**config.mk**
```make
export PLATFORM = sky130hd
export DESIGN_NAME = tmr_sfr_ctrl
export DESIGN_NICKNAME = d
export VERILOG_FILES = /design/src/rtl/tmr_sfr_ctrl.sv
export SDC_FILE = /design/constraint.sdc
export NUM_CORES = 1
export LEC_CHECK = 0
export ABC_AREA = 1
export BUFFER_PORTS_ARGS = -buffer_cell sky130_fd_sc_hd__buf_2
export CAP_MARGIN = 15
export CORE_AREA = 2 2 133 135
export CTS_CLUSTER_DIAMETER = 30
export DETAILED_ROUTE_END_ITERATION = 6
export DIE_AREA = 0 0 135 137
export PLACE_DENSITY = 0.87
export RECOVER_POWER = 100
export SLEW_MARGIN = 20
export SYNTH_ARGS = -nofsm -noshare
export SYNTH_HDL_FRONTEND = slang
export SYNTH_SLANG_ARGS = --single-unit
export TNS_END_PERCENT = 1
```
**constraint.sdc**
```tcl
create_clock -name sys_clk -period 3.6 [get_ports sys_clk]
set_input_delay 1.08 -clock sys_clk [delete_from_list [all_inputs] [get_ports sys_clk]]
set_output_delay 1.08 -clock sys_clk [all_outputs]
set_load 0.1 [all_outputs]
```
**src/rtl/tmr_sfr_ctrl.sv**
```systemverilog
// Purpose : 32-bit SFR-mapped timer with OFF/IDLE/RUN control, selectable
//           count-enable source, load/snapshot registers, two compare
//           registers and an overflow flag. Interrupts use enable masks.
// Latency : SFR reads are combinational. Writes take effect on the next
//           rising edge, and commands execute one cycle after that edge.
//           The interrupt is registered and follows its flag by one cycle.
// Backpressure : none; every selected write strobe is accepted.
// Ports   : sys_clk/sys_rst_n     clock, async active-low reset
//           sfr_addr/sfr_wr_en/sfr_wdata/sfr_rdata   register bus
//           clk_src_tick          eight count-enable pulse sources
//           tmr_irq, tmr_running  interrupt, state RUN indicator
module tmr_sfr_ctrl #(
  parameter logic [31:0] BASE_ADDR = 32'h0000_0000
) (
  input  logic        sys_clk,
  input  logic        sys_rst_n,
  input  logic [31:0] sfr_addr,
  input  logic        sfr_wr_en,
  input  logic [31:0] sfr_wdata,
  output logic [31:0] sfr_rdata,
  input  logic [7:0]  clk_src_tick,
  output logic        tmr_irq,
  output logic        tmr_running
);

  typedef enum logic [1:0] {ST_OFF, ST_IDLE, ST_RUN} state_t;

  localparam logic [1:0] OFS_CTRL   = 2'd0;
  localparam logic [1:0] OFS_VAL    = 2'd1;
  localparam logic [1:0] OFS_MATCH0 = 2'd2;
  localparam logic [1:0] OFS_MATCH1 = 2'd3;

  state_t      state_q, state_d;
  logic        on_q;
  logic [2:0]  clksrc_q;
  logic        ovf_en_q, m0_en_q, m1_en_q;
  logic        ovf_f_q, m0_f_q, m1_f_q;
  logic [31:0] load_q, snap_q, match0_q, match1_q, cnt_q;
  // Command bits captured by a CTRL write; they execute in the next cycle.
  logic        cmd_start_q, cmd_stop_q, cmd_rd_q, cmd_ld_q, cmd_rst_q;

  logic        sel, wr_ctrl, wr_val, wr_m0, wr_m1;
  logic        cmd_live, do_rst, do_ld, do_stop, do_start, do_rd, do_inc;
  logic [31:0] cnt_d;
  logic        cnt_upd, ovf_set, m0_set, m1_set;
  logic        unused_addr_lsb;

  assign sel     = (sfr_addr[31:4] == BASE_ADDR[31:4]);
  assign wr_ctrl = sfr_wr_en && sel && (sfr_addr[3:2] == OFS_CTRL);
  assign wr_val  = sfr_wr_en && sel && (sfr_addr[3:2] == OFS_VAL);
  assign wr_m0   = sfr_wr_en && sel && (sfr_addr[3:2] == OFS_MATCH0);
  assign wr_m1   = sfr_wr_en && sel && (sfr_addr[3:2] == OFS_MATCH1);
  assign unused_addr_lsb = ^sfr_addr[1:0];

  // Commands are dropped while OFF. Counter ops: rst beats ld.
  // State ops: stop beats start. Both groups and rd can act together.
  assign cmd_live = (state_q != ST_OFF);
  assign do_rst   = cmd_live && cmd_rst_q;
  assign do_ld    = cmd_live && cmd_ld_q && !cmd_rst_q;
  assign do_stop  = cmd_live && cmd_stop_q;
  assign do_start = cmd_live && cmd_start_q && !cmd_stop_q;
  assign do_rd    = cmd_live && cmd_rd_q;
  // A tick is lost only to an explicit counter overwrite in the same cycle.
  assign do_inc   = (state_q == ST_RUN) && clk_src_tick[clksrc_q] && !do_rst && !do_ld;

  always_comb begin
    cnt_d   = cnt_q;
    cnt_upd = 1'b0;
    ovf_set = 1'b0;
    if (do_rst) begin
      cnt_d   = 32'd0;
      cnt_upd = 1'b1;
    end else if (do_ld) begin
      cnt_d   = load_q;
      cnt_upd = 1'b1;
    end else if (do_inc) begin
      cnt_d   = cnt_q + 32'd1;
      cnt_upd = 1'b1;
      ovf_set = &cnt_q;
    end
  end

  assign m0_set = cnt_upd && (cnt_d == match0_q);
  assign m1_set = cnt_upd && (cnt_d == match1_q);

  // FSM: state register
  always_ff @(posedge sys_clk or negedge sys_rst_n) begin
    if (!sys_rst_n) state_q <= ST_OFF;
    else            state_q <= state_d;
  end

  // FSM: next state. Turning the block off overrides every other transition.
  always_comb begin
    state_d = state_q;
    case (state_q)
      ST_OFF:  if (wr_ctrl && sfr_wdata[0]) state_d = ST_IDLE;
      ST_IDLE: if (do_start)                state_d = ST_RUN;
      ST_RUN:  if (do_stop)                 state_d = ST_IDLE;
      default:                              state_d = ST_OFF;
    endcase
    if (wr_ctrl && !sfr_wdata[0]) state_d = ST_OFF;
  end

  // FSM: outputs
  always_comb begin
    tmr_running = (state_q == ST_RUN);
  end

  always_ff @(posedge sys_clk or negedge sys_rst_n) begin
    if (!sys_rst_n) begin
      on_q        <= 1'b0;
      clksrc_q    <= 3'd0;
      ovf_en_q    <= 1'b0;
      m0_en_q     <= 1'b0;
      m1_en_q     <= 1'b0;
      ovf_f_q     <= 1'b0;
      m0_f_q      <= 1'b0;
      m1_f_q      <= 1'b0;
      cmd_start_q <= 1'b0;
      cmd_stop_q  <= 1'b0;
      cmd_rd_q    <= 1'b0;
      cmd_ld_q    <= 1'b0;
      cmd_rst_q   <= 1'b0;
      load_q      <= 32'd0;
      snap_q      <= 32'd0;
      match0_q    <= 32'd0;
      match1_q    <= 32'd0;
      cnt_q       <= 32'd0;
      tmr_irq     <= 1'b0;
    end else begin
      if (wr_ctrl) begin
        on_q     <= sfr_wdata[0];
        clksrc_q <= sfr_wdata[10:8];
        ovf_en_q <= sfr_wdata[23];
        m0_en_q  <= sfr_wdata[22];
        m1_en_q  <= sfr_wdata[21];
      end
      cmd_start_q <= wr_ctrl && sfr_wdata[7];
      cmd_stop_q  <= wr_ctrl && sfr_wdata[6];
      cmd_rd_q    <= wr_ctrl && sfr_wdata[3];
      cmd_ld_q    <= wr_ctrl && sfr_wdata[2];
      cmd_rst_q   <= wr_ctrl && sfr_wdata[1];
      // Write-1-to-clear, with a simultaneous hardware set taking priority.
      ovf_f_q <= ovf_set || (ovf_f_q && !(wr_ctrl && sfr_wdata[15]));
      m1_f_q  <= m1_set  || (m1_f_q  && !(wr_ctrl && sfr_wdata[14]));
      m0_f_q  <= m0_set  || (m0_f_q  && !(wr_ctrl && sfr_wdata[13]));
      if (wr_val) load_q   <= sfr_wdata;
      if (wr_m0)  match0_q <= sfr_wdata;
      if (wr_m1)  match1_q <= sfr_wdata;
      if (do_rd)  snap_q   <= cnt_q;
      cnt_q   <= cnt_d;
      tmr_irq <= (ovf_f_q && ovf_en_q) || (m0_f_q && m0_en_q) || (m1_f_q && m1_en_q);
    end
  end

  always_comb begin
    sfr_rdata = 32'd0;
    if (sel) begin
      case (sfr_addr[3:2])
        OFS_CTRL:   sfr_rdata = {8'd0, ovf_en_q, m0_en_q, m1_en_q, 5'd0,
                                 ovf_f_q, m1_f_q, m0_f_q, 2'd0, clksrc_q, 7'd0, on_q};
        OFS_VAL:    sfr_rdata = snap_q;
        OFS_MATCH0: sfr_rdata = match0_q;
        OFS_MATCH1: sfr_rdata = match1_q;
        default:    sfr_rdata = 32'd0;
      endcase
    end
  end

endmodule

```
* Word-level counts from Yosys, hierarchy flattened *
Index checks and enable logic that the tools add are counted.

operators by class
  $add $sub $neg = 1
  multipliers = 0
  divide/modulo/power cells = 0
  $lt $le $gt $ge = 1
  eq/ne operators = 10
  shift operators = 0
  multiplexer cells = 18
  bitwise gates (word level) = 0
  reductions and logical operators = 52

operators by type and width
  kind                                                         count
  two-way mux 32 bit                                           4
  case mux 32 bit (4 select lines)                             1
  equality test 32 bit                                         2
  logical AND 1 bit                                            33
  adder 32 x 1 -> 32 bit (second input constant)               1
  AND reduction 32 bit                                         1
  logical NOT 28 bit                                           1
  logical NOT 1 bit                                            8
  two-way mux 2 bit                                            4
  two-way mux 1 bit                                            7
  equality test 2 bit (second input constant)                  3
  != test 3 bit (second input constant)                        2
  case mux 2 bit (3 select lines)                              1
  logical OR 1 bit                                             5
  equality test 2 x 1 -> 1 bit (second input constant)         2
  logical NOT 2 bit                                            2
  less-than comparator 3 x 4 -> 1 bit (second input constant)  1
  binary-select mux 1 bit (select 3 bit)                       1
  != test 3 x 1 -> 1 bit (second input constant)               1
  AND reduction 3 bit                                          1
  nonzero test 2 bit                                           1

word-level totals
  bits in registers = 178
  bits in latches = 0
  RAM bits = 0
  ROM bits = 0
  word-level logic and storage cells = 102
  memories = 0

* Logic depth before layout (Yosys ltp) *
Gate-level depths: netlist of run 1.

  depth after elaboration = 11
  depth in mapped cells = 20
  mapped depth without buffers = 19

* Worst setup path after synthesis of run 1 *
OpenSTA, ideal clock, no wires.

  path type = input port to output port
  start = input port sfr_addr[12]
  end = output port sfr_rdata[10]
  arrival = 3897 ps
  data required time = 2520 ps
  setup slack = -1377 ps
  stages on the path = 5
  path buffers = 0
  cells stage by stage = nor4_1 nand4_1 nor2_1 inv_1 a221oi_1

on the way
  word-level cells in the longest chain between the ends = 2

ends and longest elaborated chain
  what                line  source
  start, declared     17    input logic [31:0] sfr_addr,
  logical NOT 28 bit  48    assign sel = (sfr_addr[31:4] == BASE_ADDR[31:4]);
  two-way mux 32 bit  158   if (sel) begin
  end, declared       20    output logic [31:0] sfr_rdata,

No other way between the ends.

* Worst setup path in the final report of run 1 *
  start = input port sfr_addr[3]
  end = output port sfr_rdata[9]

on the way
  word-level cells in the longest chain between the ends = 3

ends and longest elaborated chain
  what                                               line  source
  equality test 2 bit, or another cell as far along  159   case (sfr_addr[3:2])
  case mux 32 bit (4 select lines) (*)               159
  two-way mux 32 bit (*)                             158

Every way passes the cells marked *; elsewhere a longest branch is shown, timed or not.

==> results of run 1 <==
[layout make-up]
type,instances,area [µm²]
Tap cell,225,282
Clock buffer,20,467
Fill cell,1269,4570
Inverter,213,802
Timing Repair Buffer,139,1360
Multi-Input combinational cell,977,4990
Clock inverter,12,143
Sequential cell,178,4450
[power breakdown]
group | internal, µW | switching (µW)
combinational | 53.4 | 115
sequential | 2000 | 0.0000431
clock | 1090 | 830
[cell usage after synthesis (2+ instances only)]
master,number,area share [%]
nand2_1,445,17
buf_2,3,0.15
nand3_1,118,5.9
o21ai_1,5,0.25
or2_2,3,0.19
buf_4,2,0.15
inv_2,4,0.15
buf_1,2,0.075
nor3_1,3,0.15
nand3_2,16,1.6
a21oi_1,10,0.50
nor2_4,2,0.23
nand3b_1,15,1.1
clkbuf_1,41,1.5
nor4_1,7,0.44
dfrtp_1,178,45
inv_1,207,7.8
o21ai_0,176,8.8
a221oi_1,12,1.1
nand2_2,11,0.69
nand4_1,12,0.75
a31oi_1,15,0.94
nor2_2,5,0.31
nor2_1,98,3.7
o22ai_1,15,0.94
[flip-flops by register name, summed over array words and instances (netlist names), 2 cells and up]
name and count:
clksrc_q 3, cnt_q 32, load_q 32, match0_q 32, match1_q 32, snap_q 32
state_q 2
[how the worst max path moves through the flow]
stage / slack, ns / cells after the start / end / start
after floorplan: -0.01 / 6 / sfr_rdata[25] / sfr_addr[12]
final: -0.008 / 6 / sfr_rdata[9] / sfr_addr[3]
after global routing: -0.03 / 8 / sfr_rdata[10] / sfr_addr[4]
after detailed placement: -0.006 / 10 / sfr_rdata[13] / sfr_addr[3]
after global placement: -0.002 / 10 / sfr_rdata[13] / sfr_addr[3]
after CTS: 0.009 / 8 / sfr_rdata[9] / sfr_addr[5]
[per-layer routing]
metal / global-route usage (%) / up-vias / share of wire, %
li1: - / 4757 / -
met1: 49.6 / 4883 / 39
met2: 55.0 / 678 / 44
met3: 11.3 / 108 / 12
met4: 16.0 / 2 / 4.4
met5: 0 / - / 0.049
[placed cells by master, fill, tap and decap left out, types with 17 or more instances in the layout]
master	netlist	layout
nor2_4	2	17
buf_12	1	40
clkbuf_16	0	17
nand3_1	118	118
dfrtp_1	178	178
inv_1	207	205
nor2_1	98	80
buf_4	2	25
o21ai_0	176	176
nand2_1	445	445
buf_2	3	73
[per-stage QoR]
| stage | instance area (µm²) | std cells | worst slack [ns] | power, µW | hold WS (ns) |
|---|---|---|---|---|---|
| 3_5_place_dp | 11800 | 1732 | -0.00632 | 2200 | 0.469 |
| 4_1_cts | 12400 | 1764 | 0.00904 | 4070 | 0.485 |
| 5_1_grt | 12500 | 1764 | -0.0295 | 4170 | 0.508 |
| 3_3_place_gp | 11800 | 1732 | -0.00232 | 2190 | 0.460 |
| 6_report | 12500 | 1764 | -0.00822 | 4090 | 0.481 |
| 2_1_floorplan | 10400 | 1418 | -0.0111 | 2080 | 0.448 |
[logic make-up after synthesis]
kind of cell | after synthesis | share of synthesized area [%]
flops | 178 | 44.5
fa+ha+maj | 1 | 0.125
xor+xnor | 1 | 0.0875
buf+inv | 263 | 10.2
compound gates | 237 | 12.9
simple gates | 738 | 32.2
[worst max-delay path, stage by stage]
cell and delay (ns):
buf_2 0.13, nand2_1 0.16, clkinv_1 0.32, a221oi_1 0.50, a221oi_4 0.14, buf_12 0.19
[timing repair]
item                                    4_1_cts  5_1_grt
hold buffers                                  0        0
hold endpoints to repair                      0        0
pin swaps                                     0        2
endpoints found under the setup margin        2       31
resized for setup                             2       14
==> results.md, run 1 <==
* Unique cell type count in the Yosys netlist at 38
* 1st-pass router iterations at 7
* FF-to-FF Start: clksrc_q[0]$_DFFE_PN0P_
* Post-DR vias/cell at about 6
* Tmin final at 3.61 ns
* Nets at 1,602
* Die area at 18,500 µm²
* FF-to-FF End: m1_f_q$_DFF_PN0_
* Setup ws final at -0.00822 ns
* Yosys reg bits at 178
* Remaining DRCs at 1
* Post-synthesis area per instance at 7.06 µm²
* Least-Margin Pin Slew at approximately 2.3 ns
* Share of layout cells above drive strength 1 at between 15 and 20%
* Hold Startpoint: load_q[20]$_DFFE_PN0P_
* RSZ-0062 raised after global routing: true
* Area grow syn2layout at 24.8%
* Number of buffers created by CTS at 17
* Required time worst endpoint at roughly 2.5 ns
* Gr usage total at 36.7%
* H-tree depth at 4
* Cell count after synthesis at 1,418
* Worst Skew at 0.0125 ns
* Worst hold-check path type: flop to flop
* Final Hold Fails at 0
* First-pass GRT wire length at between 50,000 and 60,000 µm
* Number of flops mapped to enable cells by yosys at 0
* Slew Viols, Final at 106
* CTS root buf: clkbuf_16
* Placer Congestion at 0.988
* Fmax at 277 MHz
* Critical Path Source Type: primary input
* # diodes at 0
* FFs w/ async S/R, synth at 100%
* CTS tree: built
* Final setup violation count at 1
* Setup TNS at -0.00822 ns
* DRT antenna net count at 0
* Largest net degree at the start of global routing at 75
* Leakage at slightly below 0.006 µW
* Vias in the first global route at around 9,800
* Boundary pin count at 109
* Critical Path AT at 2.53 ns
* Initial DRC Count at 1,290
* Port Buffer Count at 106
* Maxcap violations at 2
* # clock sinks at 178
* Initial Util at 58.7%
* WS Path Type: primary input to output port
* Synth Cell Area at 10,000 µm²
* Max Root-Sink Buffers at 2
* Core Util, Final at 73.2%
* CP max FO at 7
* Failing checks: DRC, capacitance limit, slew limit, setup timing
* Clock-pin slew of the registers on the worst-case setup and hold paths at 0.07 ns
* Syn nets at around 1,500
* DIE HEIGHT at 137 µm
* Ys Warns at 0
* Die W at 135 µm
* Peak VDD IR at 0.375 mV
* Hold path endpoint: load_q[20]$_DFFE_PN0P_
* R2R cell count at 17
* Setup bufs post-CTS at 0
* GRT Residual Overflow at 0
* Hold path depth at 2
* Max_slew headroom at -50.8%
* Flop-to-flop setup slack at 0.53 ns
* Routed WL per cell at 18.6 µm
* Clock Latency Late Sink at 0.45 ns
* Status: finished, violations left
* Total Wirelength at 32,900 µm
* Sequential share of the synthesized area at 44.5%
* Via count at 10,400
* Rows at 48
* Initial antenna violation count at 1
* Dpl hpwl at 24,000 µm
* Fin crit share at 100%
* Main synth FF type: dfrtp_1
* Crit end category: output port
* CORE AREA at ~17,000 µm²
* Pwr per Cell Area at around 330 nW/µm²
Note: power is estimated with default switching activity, not from simulation.
==> run 2: changes to the inputs <==
--- a/config.mk
+++ b/config.mk
@@ -12,10 +12,11 @@
 export CTS_CLUSTER_DIAMETER = 30
 export DETAILED_ROUTE_END_ITERATION = 6
 export DIE_AREA = 0 0 135 137
+export GPL_TIMING_DRIVEN = 0
 export PLACE_DENSITY = 0.87
 export RECOVER_POWER = 100
 export SLEW_MARGIN = 20
 export SYNTH_ARGS = -nofsm -noshare
 export SYNTH_HDL_FRONTEND = slang
 export SYNTH_SLANG_ARGS = --single-unit
-export TNS_END_PERCENT = 1
+export TNS_END_PERCENT = 20
==> results.md, run 2 (synthesis gave the netlist of run 1 again) <==
* Initial antenna violation count at 0 (-1)
* CORE AREA at 17,100 µm² (unchanged)
* Routed WL per cell at 20.6 µm (+11%)
* Maxcap violations at 1 (-1)
* Worst Skew at 0.0125 ns (-0.00000930 ns)
* Flop-to-flop setup slack at 0.13 ns (-0.40 ns)
* Vias in the first global route at 9,977 (+1.6%)
* Initial Util at 58.7% (unchanged)
* Fmax at 270 MHz (-2.5%)
* Most common cell after layout, fill and taps aside: nand2_1
* Commonest cells after routing, fill and taps aside: nand2_1 (446), inv_1 (206), dfrtp_1 (178)
* Placer Congestion at 1.01 (+1.9%)
* Core Util, Final at 73.2% (about the same)
* CP max FO at 10 (+3)
* Initial DRC Count at 1,460 (+13%)
* Failing checks: DRC, capacitance limit, slew limit, setup timing
* Worst hold-check path type: flop to flop
* RSZ-0062 raised after global routing: true
* Clock Latency Late Sink at 0.44 ns (about the same)
* Filler Cells Inserted at 1,274 (+0.39%)
* Number of buffers created by CTS at 17 (unchanged)
* Setup ws final at -0.102 ns (-0.0936 ns)
* Largest net degree at the start of global routing at 73 (-2.7%)
* WS Path Type: primary input to output port
* R2R cell count at 16 (-1)
* DIE HEIGHT at 137 µm (unchanged)
* Die W at 135 µm (unchanged)
* Required time worst endpoint at 2.52 ns (about the same)
* Nets at 1,624 (+1.4%)
* Max_slew headroom at -57.2% (-6.4 points)
* Remaining DRCs at 29 (+28)
* # diodes at 0 (unchanged)
* Final setup violation count at 28 (+27)
* Share of layout cells above drive strength 1 at 15.8% (-1.3 points)
* Peak VDD IR at 0.339 mV (-9.7%)
* Pre-CTS setup slack at -0.735 ns (-0.729 ns)
* DRT antenna net count at 0 (unchanged)
* Crit end category: output port
* Setup TNS at -1.14 ns (-1.13 ns)
* 1st-pass router iterations at 7 (unchanged)
* CTS root buf: clkbuf_16
* Final Hold Fails at 0 (unchanged)
* First-pass GRT wire length at 54,500 µm (+6.3%)
* Port Buffer Count at 106 (unchanged)
* # clock sinks at 178 (unchanged)
* Fin crit share at 103% (+2.6 points)
* Dpl hpwl at 27,600 µm (+15%)
* Total Wirelength at 36,800 µm (+12%)
* Rows at 48 (unchanged)
* Hold path depth at 2 (unchanged)
* Clock-pin slew of the registers on the worst-case setup and hold paths at 0.07 ns (about the same)
* Status: finished, violations left
* Least-Margin Pin Slew at 2.36 ns (+0.0962 ns)
* Tmin final at 3.70 ns (+0.0936 ns)
* Slew Viols, Final at 41 (-61%)
* Pwr per Cell Area at 324 nW/µm² (-1.1%)
* GRT Residual Overflow at 0 (unchanged)
* Critical Path Source Type: primary input
* Via count at 10,700 (+2.9%)
* H-tree depth at 4 (unchanged)
* Boundary pin count at 109 (unchanged)
* Gr usage total at 39.9% (+3.2 points)
* Area grow syn2layout at 24.8% (about the same)
* Leakage at 0.00577 µW (-1.1%)
* Max Root-Sink Buffers at 2 (unchanged)
* Placed inst area at 11,300 µm² (-4.5%)
* CTS tree: built
* Post-DR vias/cell at 6.01 (+1.7%)
* Die area at 18,500 µm² (unchanged)
* Post-route design area at 12,500 µm² (about the same)
* Critical Path AT at 2.62 ns (+0.09 ns)
-- run 2: cell types whose count changed in the layout (fill, tap and decap cells not counted), moves of 4 or more --
cell | before | now
buf_12 | 40 | 29
buf_4 | 25 | 4
buf_6 | 0 | 5
nand3_2 | 16 | 11
nand3_1 | 118 | 123
clkbuf_1 | 1 | 36
o22ai_1 | 15 | 11
-- run 2: where the power goes --
| part | internal [µW] | leakage (µW) | total (µW) | switching (µW) |
|---|---|---|---|---|
| clock network | 1020 | 0.000285 | 1880 | 865 |
| logic | 50.9 | 0.00300 | 164 | 113 |
| registers | 2000 | 0.00248 | 2000 | 0.0000482 |
| total | 3070 | 0.00577 | 4040 | 978 |
-- run 2: layout make-up --
| class | instances | area [µm²] | area share (%) |
|---|---|---|---|
| inverters | 213 | 808 | 6.47 |
| well taps | 225 | 282 | 2.25 |
| flip-flops and latches | 178 | 4450 | 35.7 |
| multi-input cells | 977 | 5000 | 40.1 |
| plain buffers | 50 | 285 | 2.28 |
| repair buffers | 111 | 1070 | 8.56 |
| clock buffers | 19 | 453 | 3.63 |
| clock inverters | 12 | 134 | 1.07 |
-- run 2: path summary, 6_finish.rpt --
kind	from	endpoint
setup / recovery	sfr_addr[3]	sfr_rdata[2]
hold / removal	load_q[26]$_DFFE_PN0P_	load_q[26]$_DFFE_PN0P_
setup reg to reg	clksrc_q[0]$_DFFE_PN0P_	m1_f_q$_DFF_PN0_
hold reg to reg	load_q[26]$_DFFE_PN0P_	load_q[26]$_DFFE_PN0P_
max in group asynchronous	sys_rst_n	match1_q[19]$_DFFE_PN0P_
min in group asynchronous	sys_rst_n	match1_q[7]$_DFFE_PN0P_
-- run 2: routing by layer --
metal  wire length, µm  global-route usage [%]
met1             14000                    54.1
met2             16100                    60.6
met3              4780                    11.2
met4              1860                    16.8
met5                 0                       0
-- run 2: stage by stage --
step,power (µW),instances,hold WS (ns)
after floorplan,2080,1418,0.448
after global placement,2170,1749,0.461
after detailed placement,2180,1751,0.468
after CTS,4030,1784,0.486
after global routing,4140,1785,0.501
final,4040,1785,0.489
-- run 2: critical path, cell delays in order --
cell      delay (ns)
buf_2           0.13
inv_1           0.11
nor2_4          0.21
inv_2           0.11
clkbuf_8        0.20
o22ai_1         0.28
a21oi_1         0.15
nor2_4          0.13
buf_8           0.21
-- run 2: timing repair --
action,CTS,global route
resized for setup,105,62
hold buffers,0,0
gates cloned,0,1
buffers inserted,2,0
endpoints found under the setup margin,32,32
pin swaps,4,3
